`src/rtl/jtkicker_rom_pkg.sv`:
```
// Shared types and constants for the kicker graphics ROM slot.
// FSM encoding, default client width and cache geometry.
package jtkicker_rom_pkg;

   typedef enum logic [1:0] {
      ST_IDLE = 2'd0,
      ST_REQ  = 2'd1,
      ST_WLO  = 2'd2,
      ST_WHI  = 2'd3
   } state_e;

   localparam int ROM_AW    = 13;
   localparam int N_ENTRIES = 2;

endpackage

```
`src/rtl/jtkicker_rom_slot_if.sv`:
```
// Client + SDRAM arbiter signals of one ROM slot.
// master = layer/arbiter side, slave = the slot.
interface jtkicker_rom_slot_if
   import jtkicker_rom_pkg::*;
#(
   parameter int AW = ROM_AW
);
   logic [AW-1:0] addr;
   logic          cs;
   logic          flush;
   logic          ok;
   logic [31:0]   dout;
   logic [21:0]   sdram_addr;
   logic          sdram_req;
   logic          sdram_ack;
   logic          data_rdy;
   logic [15:0]   sdram_din;

   modport master (
      output addr, cs, flush,
      output sdram_ack, data_rdy, sdram_din,
      input  ok, dout, sdram_addr, sdram_req
   );

   modport slave (
      input  addr, cs, flush,
      input  sdram_ack, data_rdy, sdram_din,
      output ok, dout, sdram_addr, sdram_req
   );
endinterface

```
`src/rtl/jtkicker_rom_cache.sv`:
```
// Two-entry tagged word cache with one LRU bit.
// Lookup is combinational; fills land in the LRU entry.
module jtkicker_rom_cache
   import jtkicker_rom_pkg::*;
#(
   parameter int AW = ROM_AW
) (
   input  logic          clk,
   input  logic          rst,
   input  logic [AW-1:0] addr_i,
   input  logic          cs_i,
   input  logic          flush_i,
   input  logic          fill_i,
   input  logic          fill_vld_i,
   input  logic [AW-1:0] fill_tag_i,
   input  logic [31:0]   fill_data_i,
   output logic          ok_o,
   output logic [31:0]   dout_o
);
   logic [N_ENTRIES-1:0] vld_q, vld_d;
   logic [N_ENTRIES-1:0] hit;
   logic [AW-1:0]        tag_q  [N_ENTRIES];
   logic [31:0]          data_q [N_ENTRIES];
   logic                 lru_q, lru_d;

   always_comb begin
      hit = '0;
      for (int i = 0; i < N_ENTRIES; i++) begin
         hit[i] = vld_q[i] && (tag_q[i] == addr_i);
      end
   end

   assign ok_o   = cs_i && (|hit);
   assign dout_o = hit[1] ? data_q[1] :
                   hit[0] ? data_q[0] : '0;

   // a fill owns the LRU bit that cycle; flush beats everything
   always_comb begin
      vld_d = vld_q;
      lru_d = lru_q;
      if (fill_i) begin
         vld_d[lru_q] = fill_vld_i;
         lru_d        = ~lru_q;
      end else if (ok_o) begin
         lru_d = hit[0];
      end
      if (flush_i) begin
         vld_d = '0;
      end
   end

   always_ff @(posedge clk) begin
      if (rst) begin
         vld_q <= '0;
         lru_q <= 1'b0;
         for (int i = 0; i < N_ENTRIES; i++) begin
            tag_q[i]  <= '0;
            data_q[i] <= '0;
         end
      end else begin
         vld_q <= vld_d;
         lru_q <= lru_d;
         if (fill_i) begin
            tag_q[lru_q]  <= fill_tag_i;
            data_q[lru_q] <= fill_data_i;
         end
      end
   end

endmodule

```
`src/rtl/jtkicker_rom_slot.sv`:
```
// Graphics ROM slot: cache lookup plus two-word SDRAM burst on miss.
// A started burst always completes; flush only poisons its fill.
module jtkicker_rom_slot
   import jtkicker_rom_pkg::*;
#(
   parameter int          AW     = ROM_AW,
   parameter logic [21:0] OFFSET = 22'h0
) (
   input  logic               clk,
   input  logic               rst,
   jtkicker_rom_slot_if.slave bus
);
   state_e        state_q, state_d;
   logic [AW-1:0] tag_q, tag_d;
   logic [15:0]   lo_q, lo_d;
   logic          flushed_q, flushed_d;
   logic          ok_w;
   logic [31:0]   dout_w;
   logic          req_w;
   logic          fill_en;
   logic          fill_vld;

   jtkicker_rom_cache #(
      .AW (AW)
   ) u_cache (
      .clk         (clk),
      .rst         (rst),
      .addr_i      (bus.addr),
      .cs_i        (bus.cs),
      .flush_i     (bus.flush),
      .fill_i      (fill_en),
      .fill_vld_i  (fill_vld),
      .fill_tag_i  (tag_q),
      .fill_data_i ({bus.sdram_din, lo_q}),
      .ok_o        (ok_w),
      .dout_o      (dout_w)
   );

   always_ff @(posedge clk) begin
      if (rst) begin
         state_q   <= ST_IDLE;
         tag_q     <= '0;
         lo_q      <= '0;
         flushed_q <= 1'b0;
      end else begin
         state_q   <= state_d;
         tag_q     <= tag_d;
         lo_q      <= lo_d;
         flushed_q <= flushed_d;
      end
   end

   always_comb begin
      state_d   = state_q;
      tag_d     = tag_q;
      lo_d      = lo_q;
      flushed_d = flushed_q | bus.flush;
      unique case (state_q)
         ST_IDLE: begin
            flushed_d = 1'b0;
            if (bus.cs && !ok_w && !bus.flush) begin
               tag_d   = bus.addr;
               state_d = ST_REQ;
            end
         end
         ST_REQ: begin
            if (bus.sdram_ack) begin
               if (bus.data_rdy) begin
                  lo_d    = bus.sdram_din;
                  state_d = ST_WHI;
               end else begin
                  state_d = ST_WLO;
               end
            end
         end
         ST_WLO: begin
            if (bus.data_rdy) begin
               lo_d    = bus.sdram_din;
               state_d = ST_WHI;
            end
         end
         ST_WHI: begin
            if (bus.data_rdy) begin
               state_d = ST_IDLE;
            end
         end
      endcase
   end

   always_comb begin
      req_w    = 1'b0;
      fill_en  = 1'b0;
      fill_vld = 1'b0;
      unique case (state_q)
         ST_REQ: req_w = 1'b1;
         ST_WHI: begin
            fill_en  = bus.data_rdy;
            fill_vld = !(flushed_q || bus.flush);
         end
         default: ;
      endcase
   end

   assign bus.ok         = ok_w;
   assign bus.dout       = dout_w;
   assign bus.sdram_req  = req_w;
   assign bus.sdram_addr = OFFSET + 22'({tag_q, 1'b0});

endmodule

```
`src/flat_wrapper.sv`:
```
// flat-port wrapper written by rule: the top's interface ports become plain ports
module jtkicker_rom_slot_flat import jtkicker_rom_pkg::*;
#(
   parameter int          AW     = ROM_AW,
   parameter logic [21:0] OFFSET = 22'h0
)
  (clk, rst, bus_addr, bus_cs, bus_flush, bus_sdram_ack, bus_data_rdy, bus_sdram_din, bus_ok, bus_dout, bus_sdram_addr, bus_sdram_req);
  jtkicker_rom_slot_if #(.AW(AW)) bus_i ();
  input  logic clk;
  input  logic rst;
  input wire logic [$bits(bus_i.addr)-1:0] bus_addr;
  input wire logic [$bits(bus_i.cs)-1:0] bus_cs;
  input wire logic [$bits(bus_i.flush)-1:0] bus_flush;
  input wire logic [$bits(bus_i.sdram_ack)-1:0] bus_sdram_ack;
  input wire logic [$bits(bus_i.data_rdy)-1:0] bus_data_rdy;
  input wire logic [$bits(bus_i.sdram_din)-1:0] bus_sdram_din;
  output wire logic [$bits(bus_i.ok)-1:0] bus_ok;
  output wire logic [$bits(bus_i.dout)-1:0] bus_dout;
  output wire logic [$bits(bus_i.sdram_addr)-1:0] bus_sdram_addr;
  output wire logic [$bits(bus_i.sdram_req)-1:0] bus_sdram_req;
  assign bus_i.addr = bus_addr;
  assign bus_i.cs = bus_cs;
  assign bus_i.flush = bus_flush;
  assign bus_i.sdram_ack = bus_sdram_ack;
  assign bus_i.data_rdy = bus_data_rdy;
  assign bus_i.sdram_din = bus_sdram_din;
  assign bus_ok = bus_i.ok;
  assign bus_dout = bus_i.dout;
  assign bus_sdram_addr = bus_i.sdram_addr;
  assign bus_sdram_req = bus_i.sdram_req;
  jtkicker_rom_slot #(.AW(AW), .OFFSET(OFFSET)) u_core (.clk(clk), .rst(rst), .bus(bus_i));
endmodule
```
`config.mk`:
```
export PLATFORM = sky130hd
export DESIGN_NAME = jtkicker_rom_slot_flat
export DESIGN_NICKNAME = d
export VERILOG_FILES = /design/src/rtl/jtkicker_rom_pkg.sv /design/src/rtl/jtkicker_rom_slot_if.sv /design/src/rtl/jtkicker_rom_cache.sv /design/src/rtl/jtkicker_rom_slot.sv /design/src/flat_wrapper.sv
export SDC_FILE = /design/constraint.sdc
export NUM_CORES = 1
export LEC_CHECK = 0
export ABC_AREA = 1
export CAP_MARGIN = 20
export CELL_PAD_IN_SITES_DETAIL_PLACEMENT = 2
export CELL_PAD_IN_SITES_GLOBAL_PLACEMENT = 2
export CORE_UTILIZATION = 29
export DETAILED_ROUTE_END_ITERATION = 12
export GPL_ROUTABILITY_DRIVEN = 0
export HOLD_SLACK_MARGIN = 0.12
export PLACE_DENSITY = 0.8
export SLEW_MARGIN = 40
export SYNTH_ARGS = -nofsm -noshare
export SYNTH_HDL_FRONTEND = slang
export SYNTH_SLANG_ARGS = --single-unit
```
`constraint.sdc`:
```
create_clock -name clk -period 2.5 [get_ports clk]
set_clock_uncertainty 0.1 [all_clocks]
set_input_delay 0.375 -clock clk [delete_from_list [all_inputs] [get_ports clk]]
set_output_delay 0.375 -clock clk [all_outputs]
set_load 0.05 [all_outputs]
```
======== Word level (Yosys, flattened, before mapping) ========
Memories as Yosys holds them, arrays and structs flattened.
Index checks and enable logic that the tools add are counted.
operators by class
  magnitude comparators ................... 2
  eq/ne operators ......................... 9
  muxes and demuxes ....................... 30
  bitwise operators ....................... 2
  reductions and logical operators ........ 21
operator list
  kind                                                                           count
  32-bit two-way mux                                                             3
  16-bit two-way mux                                                             2
  16-bit one-hot mux with 2 select lines                                         1
  32-bit OR reduction                                                            1
  13-bit equality test                                                           2
  1-bit two-way mux                                                              16
  13-bit two-way mux                                                             1
  13-bit OR reduction                                                            1
  2-bit two-way mux                                                              4
  2-bit one-hot mux with 4 select lines                                          1
  1-bit logical AND                                                              6
  2-bit != test (second input constant)                                          3
  2-bit OR reduction                                                             3
  2-bit equality test (second input constant)                                    2
  2-bit AND reduction                                                            2
  4-bit AND reduction                                                            1
  2-bit nonzero test                                                             2
  1-bit zero test                                                                3
  2-bit bitwise mux                                                              1
  2-bit by 1-bit equality test with 1-bit output (second input constant)         1
  2-bit zero test                                                                1
  1-bit by 2-bit less-than comparator with 1-bit output (second input constant)  1
  2-bit by 1-bit != test with 1-bit output (second input constant)               1
  1-bit demux with 1-bit select                                                  1
  4 further kinds                                                                4
storage, ports and cells
  register bits after elaboration ......... 35
  memory bits (writable) .................. 90
  bits of input ports ..................... 35
  output and inout bits ................... 56
  memories kept ........................... 2
memories
  memory                 depth  width  rd ports  clocked after memory_dff  wr ports  line                      RTL
  u_core.u_cache.data_q  2      32     2         0                         2         jtkicker_rom_cache.sv:23  logic [31:0] data_q [N_ENTRIES];
  u_core.u_cache.tag_q   2      13     2         0                         2         jtkicker_rom_cache.sv:22  logic [AW-1:0] tag_q [N_ENTRIES];

======== Depth between registers and ports, before layout ========
Gate-level depths: netlist of run 1.
An unclocked memory read counts as a cell.
  depth after elaboration ................. 10
  mapped depth ............................ 13

======== Cells and area by module ========
A second synthesis of run 1 with hierarchy kept.
unflattened totals
  cells, all modules ...................... 672
  area total of the unflattened synthesis .. 5979.5 sq um
by module, submodules not included
  module              instances  cells an instance  area each (sq um)  sequential area each (sq um)
  jtkicker_rom_cache  1          492                4605.7             2762.6
  jtkicker_rom_slot   1          180                1373.8             640.6

======== Least setup slack after synthesis of run 1 ========
OpenSTA, ideal clock, no wires.
  kind .................................... register to register
  start point ............................. register u_core.state_q[1]
  end point ............................... memory u_core.u_cache.data_q[0][0], enable pin
  library setup time ...................... 403 ps
  data arrival time ....................... 2153 ps
  required time ........................... 1997 ps
  slack ................................... -156 ps
  stages on the path, launching flop included .. 7
  path buffers ............................ 1
  clock period less this slack ............ 2656 ps
  path through ............................ dfxtp_1 > ha_1 > nand2_1 > nor2_1 > nand2_1 > clkbuf_1 > nand2_1
RTL lines
  what                    line                      RTL
  from (decl)             jtkicker_rom_slot.sv:13   state_e state_q, state_d;
  from (signal assigned)  jtkicker_rom_slot.sv:46   state_q <= state_d;
  to (decl)               jtkicker_rom_cache.sv:23

==> flow_metrics.tcl, run 1 <==
set metrics [dict create \
    synth-seq-cells 125 \
    final_hold_viol_count 0 \
    yosys_warnings 0 \
    cp_max_fo 8 \
    drt-met1-wl_um 9700 \
    die_w_um 143 \
    cts.path.max_buffers 2 \
    synth_edf_count 90 \
    drv_slew 0 \
    finalWirelength_um 23700 \
    worstSkewPairLatency_ns 0.43 \
    start_util 0.295 \
    clock_sinks 125 \
    via_per_inst 4.83 \
    coreArea_um2 19500 \
    p_leak_nw 3.60 \
    avgSynthCellArea_um2 8.51 \
    antenna_found_initial 0 \
    relSlewSlack 0.545 \
    violations "setup timing" \
    drcViolationCount 0 \
    reg2reg_to "u_core.tag_q[8]" \
    max_freq_ghz 0.363 \
    multi_input_area_um2 2170 \
    num-fill-cells 2052 \
    dr_wl_met3_um 798 \
    synthDistinctLibCells 31 \
    yosysTopAreaCellShare 0.471 \
    yosysSeqAreaShare 0.593 \
    drt-initial-drc-count 242 \
    ir_worst_vdd_mv 0.665 \
    async_flop_share 0 \
    met2_length_um 12500 \
    ctsHoldBuffers 0 \
    synth_top_cell_by_area "edfxtp_1" \
    cts-root-buf "clkbuf_16" \
    grt_max_degree 46 \
    ant_nets 0 \
    rsz0062_at_grt "true" \
    clk_pin_slew_ns 0.07 \
    num_rows 51 \
    fin_util 0.437 \
    status "complete, but fails checks" \
    track_usage 0.243 \
    post-route-period-util 1.10 \
    period_minus_slack_ns 2.75 \
    port_buffers 81 \
    synth.area.top_cells "edfxtp_1 (47%), dfxtp_1 (12%), nand2_1 (12%)" \
    cp-end-kind "output pin" \
    fin_ws_ns -0.252 \
    hpwl_um 13700 \
    startpoint_type "flip-flop" \
    dp_slack_ns -0.373 \
    power_density_nw_per_um2 738 \
    worst_pin_slew_ns 0.680 \
    antenna_cells 0 \
    final-setup-viol-count 33 \
    cts_buffers 17 \
    startpoint "u_core.u_cache.tag_q[0][8]" \
    regToRegSetupSlack_ns 0.18 \
    crit_required_ns 2.03 \
    seq_area_um2 3400 \
    cts.htree.levels 4 \
    cts_tree "done" \
    num-nets-final 835 \
    r2r-start "u_core.u_cache.tag_q[0][8]" \
    dr.pass1.iters 4 \
    die_area_um2 20400 \
    gr-total-overflow 0 \
    synth_cells 675 \
    layout-drive-gt1-share 0.240 \
    grt_pass1_wl_um 35600 \
    hold_ws_ns 0.287 \
    post_drt_wl_per_cell_um 22.1 \
    areaGrowthSynthToFinish_pct 48.0 \
    cp-endpoint "bus_dout[4]" \
    power.total_w 0.00627 \
    netlist_area_um2 5740 \
    hold_class "primary input to flip-flop" \
    vias 5187 \
    topRoutingLayerUsed "met4" \
    die_h_um 143 \
    crit_arrival_ns 2.28 \
    synth_ff_type "edfxtp_1" \
    cap_viol_max_count 0 \
    r2r_cells 16 \
    grt_pass1_vias 5919 \
    worst-setup-path-type "flip-flop to output pin" \
    io_pins 91 \
]
[state kept, by name (all words and copies together) (netlist names)]
register	count
u_core.tag_q	13
u_core.u_cache.data_q	64
u_core.flushed_q	1
u_core.u_cache.vld_q	2
u_core.u_cache.tag_q	26
u_core.state_q	2
u_core.lo_q	16
u_core.u_cache.lru_q	1
[worst max-delay path, stage by stage (launching register included)]
cell and delay, ns:
edfxtp_1 0.46, nand2_1 0.16, nand2_1 0.08, nor3_1 0.24, and3_4 0.28, buf_12 0.12
buf_16 0.13, nand3_1 0.09, nand2_2 0.12, buf_12 0.14
[placed cells by master (no fill, tap or decap), types with 4 or more instances in the layout]
master,count
nor2_1,141
nand2_1,134
edfxtp_1,90
inv_1,85
buf_12,42
nand2_2,38
clkdlybuf4s50_1,35
dfxtp_1,35
buf_4,33
a21oi_1,20
nand3_1,19
o21ai_0,18
clkbuf_16,17
nand3_2,14
dlygate4sd2_1,12
conb_1,9
nand2_4,7
inv_2,5
nand3_4,5
inv_8,5
inv_6,5
ha_1,4
[through the flow]
step                area, µm²  TNS [ns]  instances
floorplan                5770         0        683
global placement         7390     -8.13       1028
detailed placement       7390    -12.12       1028
CTS                      8430     -5.68       1071
global route             8500     -9.56       1074
finish                   8500     -7.41       1074
[how the worst min path moves through the flow]
stage	start	endpoint	slack [ns]	cells after the start
floorplan	u_core.flushed_q	u_core.u_cache.vld_q[0]	0.34	1
global placement	u_core.u_cache.vld_q[1]	u_core.u_cache.vld_q[1]	0.36	1
detailed placement	u_core.lo_q[6]	u_core.lo_q[6]	0.38	2
CTS	bus_addr[1]	u_core.tag_q[1]	0.27	3
global route	bus_addr[1]	u_core.tag_q[1]	0.29	3
finish	bus_addr[1]	u_core.tag_q[1]	0.29	3
[power breakdown]
group,total [W],internal [W],switching (W)
sequential,0.00254,0.00243,0.000117
combinational,0.00121,0.000358,0.000855
clock,0.00251,0.00134,0.00117
total,0.00627,0.00413,0.00214
[logic make-up (layout without fill, tap and decap cells)]
family	Yosys count	count (layout)	synth area share
AOI/OAI and AO/OA	44	44	0.0408
xor gates and xnor gates	1	1	0.00153
adders and majority gates	4	4	0.00872
buffers and inverters	127	252	0.0946
DFF	125	125	0.593
other	1	9	0.000653
and+or+nand+nor	373	374	0.261
[cell type report]
| type | count | area share |
|---|---|---|
| Tap cell | 265 | 0.0390 |
| Inverter | 92 | 0.0409 |
| Clock buffer | 17 | 0.0500 |
| Multi-Input combinational cell | 432 | 0.255 |
| Clock inverter | 15 | 0.0194 |
| Sequential cell | 125 | 0.400 |
| Timing Repair Buffer | 128 | 0.195 |
[repair_timing]
item | in CTS | in global routing
gates cloned | 3 | 1
setup endpoints to repair | 34 | 47
setup buffers | 8 | 2
resized for setup | 96 | 7
pin swaps | 24 | 5
hold endpoints to repair | 0 | 0
[synth_stat cells, types with 2 or more instances]
cell      instances
nand2_1         178
nor2_1          143
edfxtp_1         90
inv_1            87
nand3_1          38
dfxtp_1          35
a21oi_1          20
o21ai_0          19
clkbuf_1         16
buf_4            12
buf_2             5
ha_1              4
inv_2             4
nand4_1           3
nor3_1            3
buf_6             2
nor2_2            2
[routing by layer]
metal	global-route usage	vias up
met4	0.110	0
met1	0.275	2666
met5	0	-
li1	-	2349
met2	0.443	127
met3	0.0446	45
(Power assumes the default switching activity.)
==> inputs of run 2 (changes only) <==
--- a/config.mk
+++ b/config.mk
@@ -13,7 +13,7 @@
 export DETAILED_ROUTE_END_ITERATION = 12
 export GPL_ROUTABILITY_DRIVEN = 0
 export HOLD_SLACK_MARGIN = 0.12
-export PLACE_DENSITY = 0.8
+export PLACE_DENSITY = 0.73
 export SLEW_MARGIN = 40
 export SYNTH_ARGS = -nofsm -noshare
 export SYNTH_HDL_FRONTEND = slang
==> flow_metrics.tcl, run 2 (synthesis results as in run 1) <==
set metrics [dict create \
    rsz0062_at_grt "true" \
    drcViolationCount 0 \
    cts.htree.levels 4 \
    status "complete, but fails checks" \
    final_hold_viol_count 0 \
    areaGrowthSynthToFinish_pct 50.9 \
    fin_ws_ns -0.236 \
    max_freq_ghz 0.365 \
    startpoint_type "flip-flop" \
    largestRegisters "u_core.u_cache.data_q (64), u_core.u_cache.tag_q (26), u_core.lo_q (16)" \
    die_h_um 143 \
    cts-root-buf "clkbuf_16" \
    clk_pin_slew_ns 0.06 \
    seq_area_um2 3400 \
    cts_buffers 17 \
    post-route-period-util 1.09 \
    startpoint "u_core.u_cache.tag_q[0][2]" \
    post_drt_wl_per_cell_um 22.0 \
    regToRegSetupSlack_ns 0.21 \
    num-nets-final 838 \
    track_usage 0.221 \
    hpwl_um 13000 \
    cp_max_fo 8 \
    relSlewSlack 0.585 \
    dr.pass1.iters 4 \
    r2r_cells 13 \
    worstSkewPairLatency_ns 0.44 \
    setup_tns_ns -6.49 \
    cap_viol_max_count 0 \
    ir_worst_vdd_mv 0.513 \
    reg2reg_to "u_core.tag_q[8]" \
    cts.path.max_buffers 2 \
    num-fill-cells 2065 \
    largest_reg_flops 64 \
    num_rows 51 \
    antenna_cells 0 \
    cp_cell_sequence "xnor2_2 -> buf_4 -> nand3_2 -> nor3_2 -> and3_4 -> buf_4 -> buf_12 -> nand3_1 -> nand2_2 -> buf_12" \
    grt_max_degree 46 \
    worst_pin_slew_ns 0.623 \
    io_pins 91 \
    gr-total-overflow 0 \
    period_minus_slack_ns 2.74 \
    antenna_found_initial 0 \
    min_to "u_core.tag_q[6]" \
    regMostFlops "u_core.u_cache.data_q" \
    die_area_um2 20400 \
    power_density_nw_per_um2 724 \
    violations "setup timing" \
    drt-initial-drc-count 239 \
    coreArea_um2 19500 \
    start_util 0.295 \
    grt_pass1_vias 5667 \
    hold_class "primary input to flip-flop" \
    cp_slowest_cell "edfxtp_1" \
    holdCritStartpoint "bus_addr[6]" \
    hold_ws_ns 0.251 \
    final-setup-viol-count 33 \
    mostFrequentLayoutCell "nor2_1" \
    p_leak_nw 3.64 \
    ant_nets 0 \
    worstHoldPathCells 4 \
    multi_input_area_um2 2270 \
    crit_arrival_ns 2.26 \
    crit_path_max_incr_delay_ns 0.41 \
    worst-setup-path-type "flip-flop to output pin" \
    vias 5116 \
    grt_pass1_wl_um 32400 \
    layout_common_cells "nor2_1 (140), nand2_1 (130), edfxtp_1 (90)" \
    r2r-start "u_core.u_cache.tag_q[0][11]" \
    via_per_inst 4.75 \
    cts_tree "done" \
    layout-drive-gt1-share 0.268 \
    die_w_um 143 \
    finalWirelength_um 23700 \
    drv_slew 0 \
    cp-end-kind "output pin" \
    port_buffers 81 \
    crit_required_ns 2.03 \
    clock_sinks 125 \
]
==> run 2: layout make-up <==
class                           count  area share
Inverter                           92      0.0404
Timing Repair Buffer              132       0.199
Multi-Input combinational cell    431       0.262
Clock inverter                     14      0.0169
Clock buffer                       18      0.0507
Sequential cell                   125       0.393
Tap cell                          265      0.0383
==> run 2: stage by stage <==
| stage | utilization | worst slack, ns | power [W] | cells | cell area, µm² |
|---|---|---|---|---|---|
| after floorplan | - | 0.256 | 0.00324 | 683 | 5770 |
| after global placement | 0.381 | -0.265 | 0.00360 | 1028 | 7410 |
| after detailed placement | 0.381 | -0.355 | 0.00368 | 1028 | 7410 |
| after global routing | 0.445 | -0.303 | 0.00649 | 1077 | 8670 |
| final | 0.445 | -0.236 | 0.00628 | 1077 | 8670 |
| after CTS | 0.429 | -0.193 | 0.00621 | 1071 | 8350 |
==> run 2: worst max-delay path by stage <==
stage / slack, ns / depth (start not counted) / to
finish: -0.24 / 10 / bus_dout[5]
global route: -0.30 / 9 / bus_dout[19]
detailed placement: -0.36 / 13 / bus_dout[1]
floorplan: 0.26 / 6 / u_core.u_cache.data_q[0][0]
CTS: -0.19 / 10 / bus_dout[19]
global placement: -0.27 / 13 / bus_dout[1]
==> run 2: layer usage <==
metal	vias up	global-route usage	wire length [µm]
met5	-	0	0
met2	129	0.402	12700
li1	2355	-	-
met1	2603	0.259	9740
met3	29	0.0396	776
met4	0	0.0770	495
==> run 2: critical path: cells and delay by family (launching register included) <==
kind / cells / cell delay [ns]
xor gates and xnor gates: 1 / 0.15
buffers and inverters: 4 / 0.54
DFF: 1 / 0.41
and+or+nand+nor: 5 / 0.71
==> run 2: report_power, final <==
group          total [W]  internal (W)  switching [W]
clock network    0.00254       0.00143        0.00110
logic            0.00120      0.000353       0.000845
registers        0.00254       0.00243       0.000114
total            0.00628       0.00421        0.00206
==> run 2: what timing repair did <==
action	in CTS	in global routing
hold buffers	0	0
pin swaps	24	20
endpoints found under the setup margin	33	33
gates resized for setup	78	56
gates cloned	3	2
setup buffers	8	5
==> inputs of run 3 (changes only) <==
--- a/config.mk
+++ b/config.mk
@@ -7,13 +7,12 @@
 export LEC_CHECK = 0
 export ABC_AREA = 1
 export CAP_MARGIN = 20
-export CELL_PAD_IN_SITES_DETAIL_PLACEMENT = 2
-export CELL_PAD_IN_SITES_GLOBAL_PLACEMENT = 2
-export CORE_UTILIZATION = 29
+export CORE_ASPECT_RATIO = 0.9
+export CORE_UTILIZATION = 49
 export DETAILED_ROUTE_END_ITERATION = 12
 export GPL_ROUTABILITY_DRIVEN = 0
 export HOLD_SLACK_MARGIN = 0.12
-export PLACE_DENSITY = 0.73
+export PLACE_DENSITY = 0.74
 export SLEW_MARGIN = 40
 export SYNTH_ARGS = -nofsm -noshare
 export SYNTH_HDL_FRONTEND = slang
==> flow_metrics.tcl, run 3 (synthesis results as in run 1) <==
set metrics [dict create \
    status "complete, but fails checks" \
    violations "setup timing" \
    start_util 0.502 \
    io_pins 91 \
    cts.path.max_buffers 2 \
    grt_pass1_vias 4672 \
    period_minus_slack_ns 2.73 \
    grt_pass1_wl_um 23800 \
    cp_cell_sequence "nand2_2 -> nand4_1 -> nor4_2 -> and3_4 -> buf_6 -> buf_16 -> nand3_2 -> nand2_2 -> buf_12" \
    num-nets-final 831 \
    dr.pass1.iters 5 \
    cts.htree.levels 4 \
    largestRegisters "u_core.u_cache.data_q (64), u_core.u_cache.tag_q (26), u_core.lo_q (16)" \
    ant_nets 0 \
    num-fill-cells 771 \
    drt-initial-drc-count 370 \
    coreArea_um2 11400 \
    mostFrequentLayoutCell "nor2_1" \
    startpoint_type "flip-flop" \
    via_per_inst 5.07 \
    hold_class "primary input to flip-flop" \
    worstSkewPairLatency_ns 0.43 \
    rsz0062_at_grt "true" \
    crit_required_ns 2.03 \
    cts_buffers 17 \
    largest_reg_flops 64 \
    worst-path-buf-inv 3 \
    p_leak_nw 3.56 \
    seq_area_um2 3400 \
    regMostFlops "u_core.u_cache.data_q" \
    track_usage 0.264 \
    fin_ws_ns -0.231 \
    die_w_um 116 \
    cpMostUsedCell "nand2_2" \
    clock_sinks 125 \
    max_freq_ghz 0.366 \
    worst-setup-path-type "flip-flop to output pin" \
    clk_pin_slew_ns 0.06 \
    cp_max_fo 8 \
    comb_power_share 0.183 \
    p_sw_frac 0.298 \
    final_hold_viol_count 0 \
    multi_input_area_um2 2060 \
    drcViolationCount 0 \
    grt_max_degree 46 \
    die_h_um 105 \
    die_area_um2 12200 \
    regToRegSetupSlack_ns 0.16 \
    internal-power_w 0.00413 \
    p_seq_frac 0.427 \
    vias 4868 \
    cap_viol_max_count 0 \
    crit_path_max_incr_delay_ns 0.42 \
    finalWirelength_um 15200 \
    cp_slowest_cell "edfxtp_1" \
    hpwl_um 9400 \
    antenna_found_initial 0 \
    drv_slew 0 \
    p_sw_w 0.00176 \
    relSlewSlack 0.529 \
    power_density_nw_per_um2 719 \
    port_buffers 81 \
    worst_pin_slew_ns 0.704 \
    cp-end-kind "output pin" \
    crit_arrival_ns 2.26 \
    pwr-share-clk 0.390 \
    post-route-period-util 1.09 \
    gr-total-overflow 0 \
    layout_common_cells "nor2_1 (142), nand2_1 (137), edfxtp_1 (90)" \
    cts-root-buf "clkbuf_16" \
    num_rows 37 \
    final-setup-viol-count 33 \
    fin_util 0.716 \
    cts_tree "done" \
    ir_worst_vdd_mv 0.464 \
    areaGrowthSynthToFinish_pct 42.6 \
    post_drt_wl_per_cell_um 15.8 \
    layout-drive-gt1-share 0.226 \
    antenna_cells 0 \
    critical-path-top-delay-family "simple AND/OR/NAND/NOR gates" \
    dp_slack_ns -0.299 \
]
==> run 3: changes by cell type in the layout (fill, tap and decap cells not counted), moves of 4 or more <==
cell           delta
dlygate4sd2_1     -4
nand2_1           +7
buf_4             -6
inv_6             -5
nand3_1          +13
nand3_2           -5
nand2_4           -9
nand3_4           -8
==> run 3: metrics by stage <==
step	total power, W	area (µm²)	instances	hold slack, ns	TNS, ns
final	0.00589	8190	961	0.236	-5.66
after global routing	0.00610	8190	961	0.251	-7.50
after CTS	0.00586	8110	959	0.293	-4.38
after detailed placement	0.00359	7260	915	0.373	-9.25
after global placement	0.00353	7260	915	0.355	-5.29
after floorplan	0.00324	5770	683	0.338	0
==> run 3: final timing paths <==
| path | from | to | cells past startpoint |
|---|---|---|---|
| worst max-delay path | u_core.u_cache.tag_q[0][6] | bus_dout[12] | 9 |
| worst min-delay path | bus_addr[12] | u_core.tag_q[12] | 3 |
| worst max register to register | u_core.u_cache.tag_q[0][11] | u_core.tag_q[12] | 16 |
| worst min register to register | u_core.lo_q[3] | u_core.lo_q[3] | 2 |
==> run 3: cell type report <==
type,instances,share of cell area
Sequential cell,125,0.416
Clock inverter,13,0.0144
Inverter,92,0.0422
Multi-Input combinational cell,431,0.251
Tap cell,156,0.0238
Clock buffer,19,0.0529
Timing Repair Buffer,125,0.200
==> run 3: worst min-delay path, stage by stage <==
cell and delay (ns):
dlymetal6s2s_1 0.16, nor2_1 0.11, nor2_1 0.06
==> run 3: power by group through the flow <==
stage | sequential [W] | clock (W) | combinational [W]
CTS | 0.00251 | 0.00229 | 0.00106
floorplan | 0.00266 | 0 | 0.000581
detailed placement | 0.00255 | 0 | 0.00104
global placement | 0.00254 | 0 | 0.000992
global route | 0.00253 | 0.00238 | 0.00118
finish | 0.00252 | 0.00230 | 0.00107
==> run 3: what timing repair did <==
item	in CTS	in global routing
buffers inserted	10	3
setup endpoints to repair	33	34
hold buffers	0	0
pin swaps	15	25
gates cloned	3	0
gates resized for setup	62	22
==> run 3: metal layers <==
layer | global-route usage | vias up | share of wire
li1 | - | 2342 | -
met1 | 0.352 | 2266 | 0.41
met2 | 0.420 | 234 | 0.49
met3 | 0.0516 | 26 | 0.072
met4 | 0.107 | 0 | 0.020
met5 | 0 | - | 0
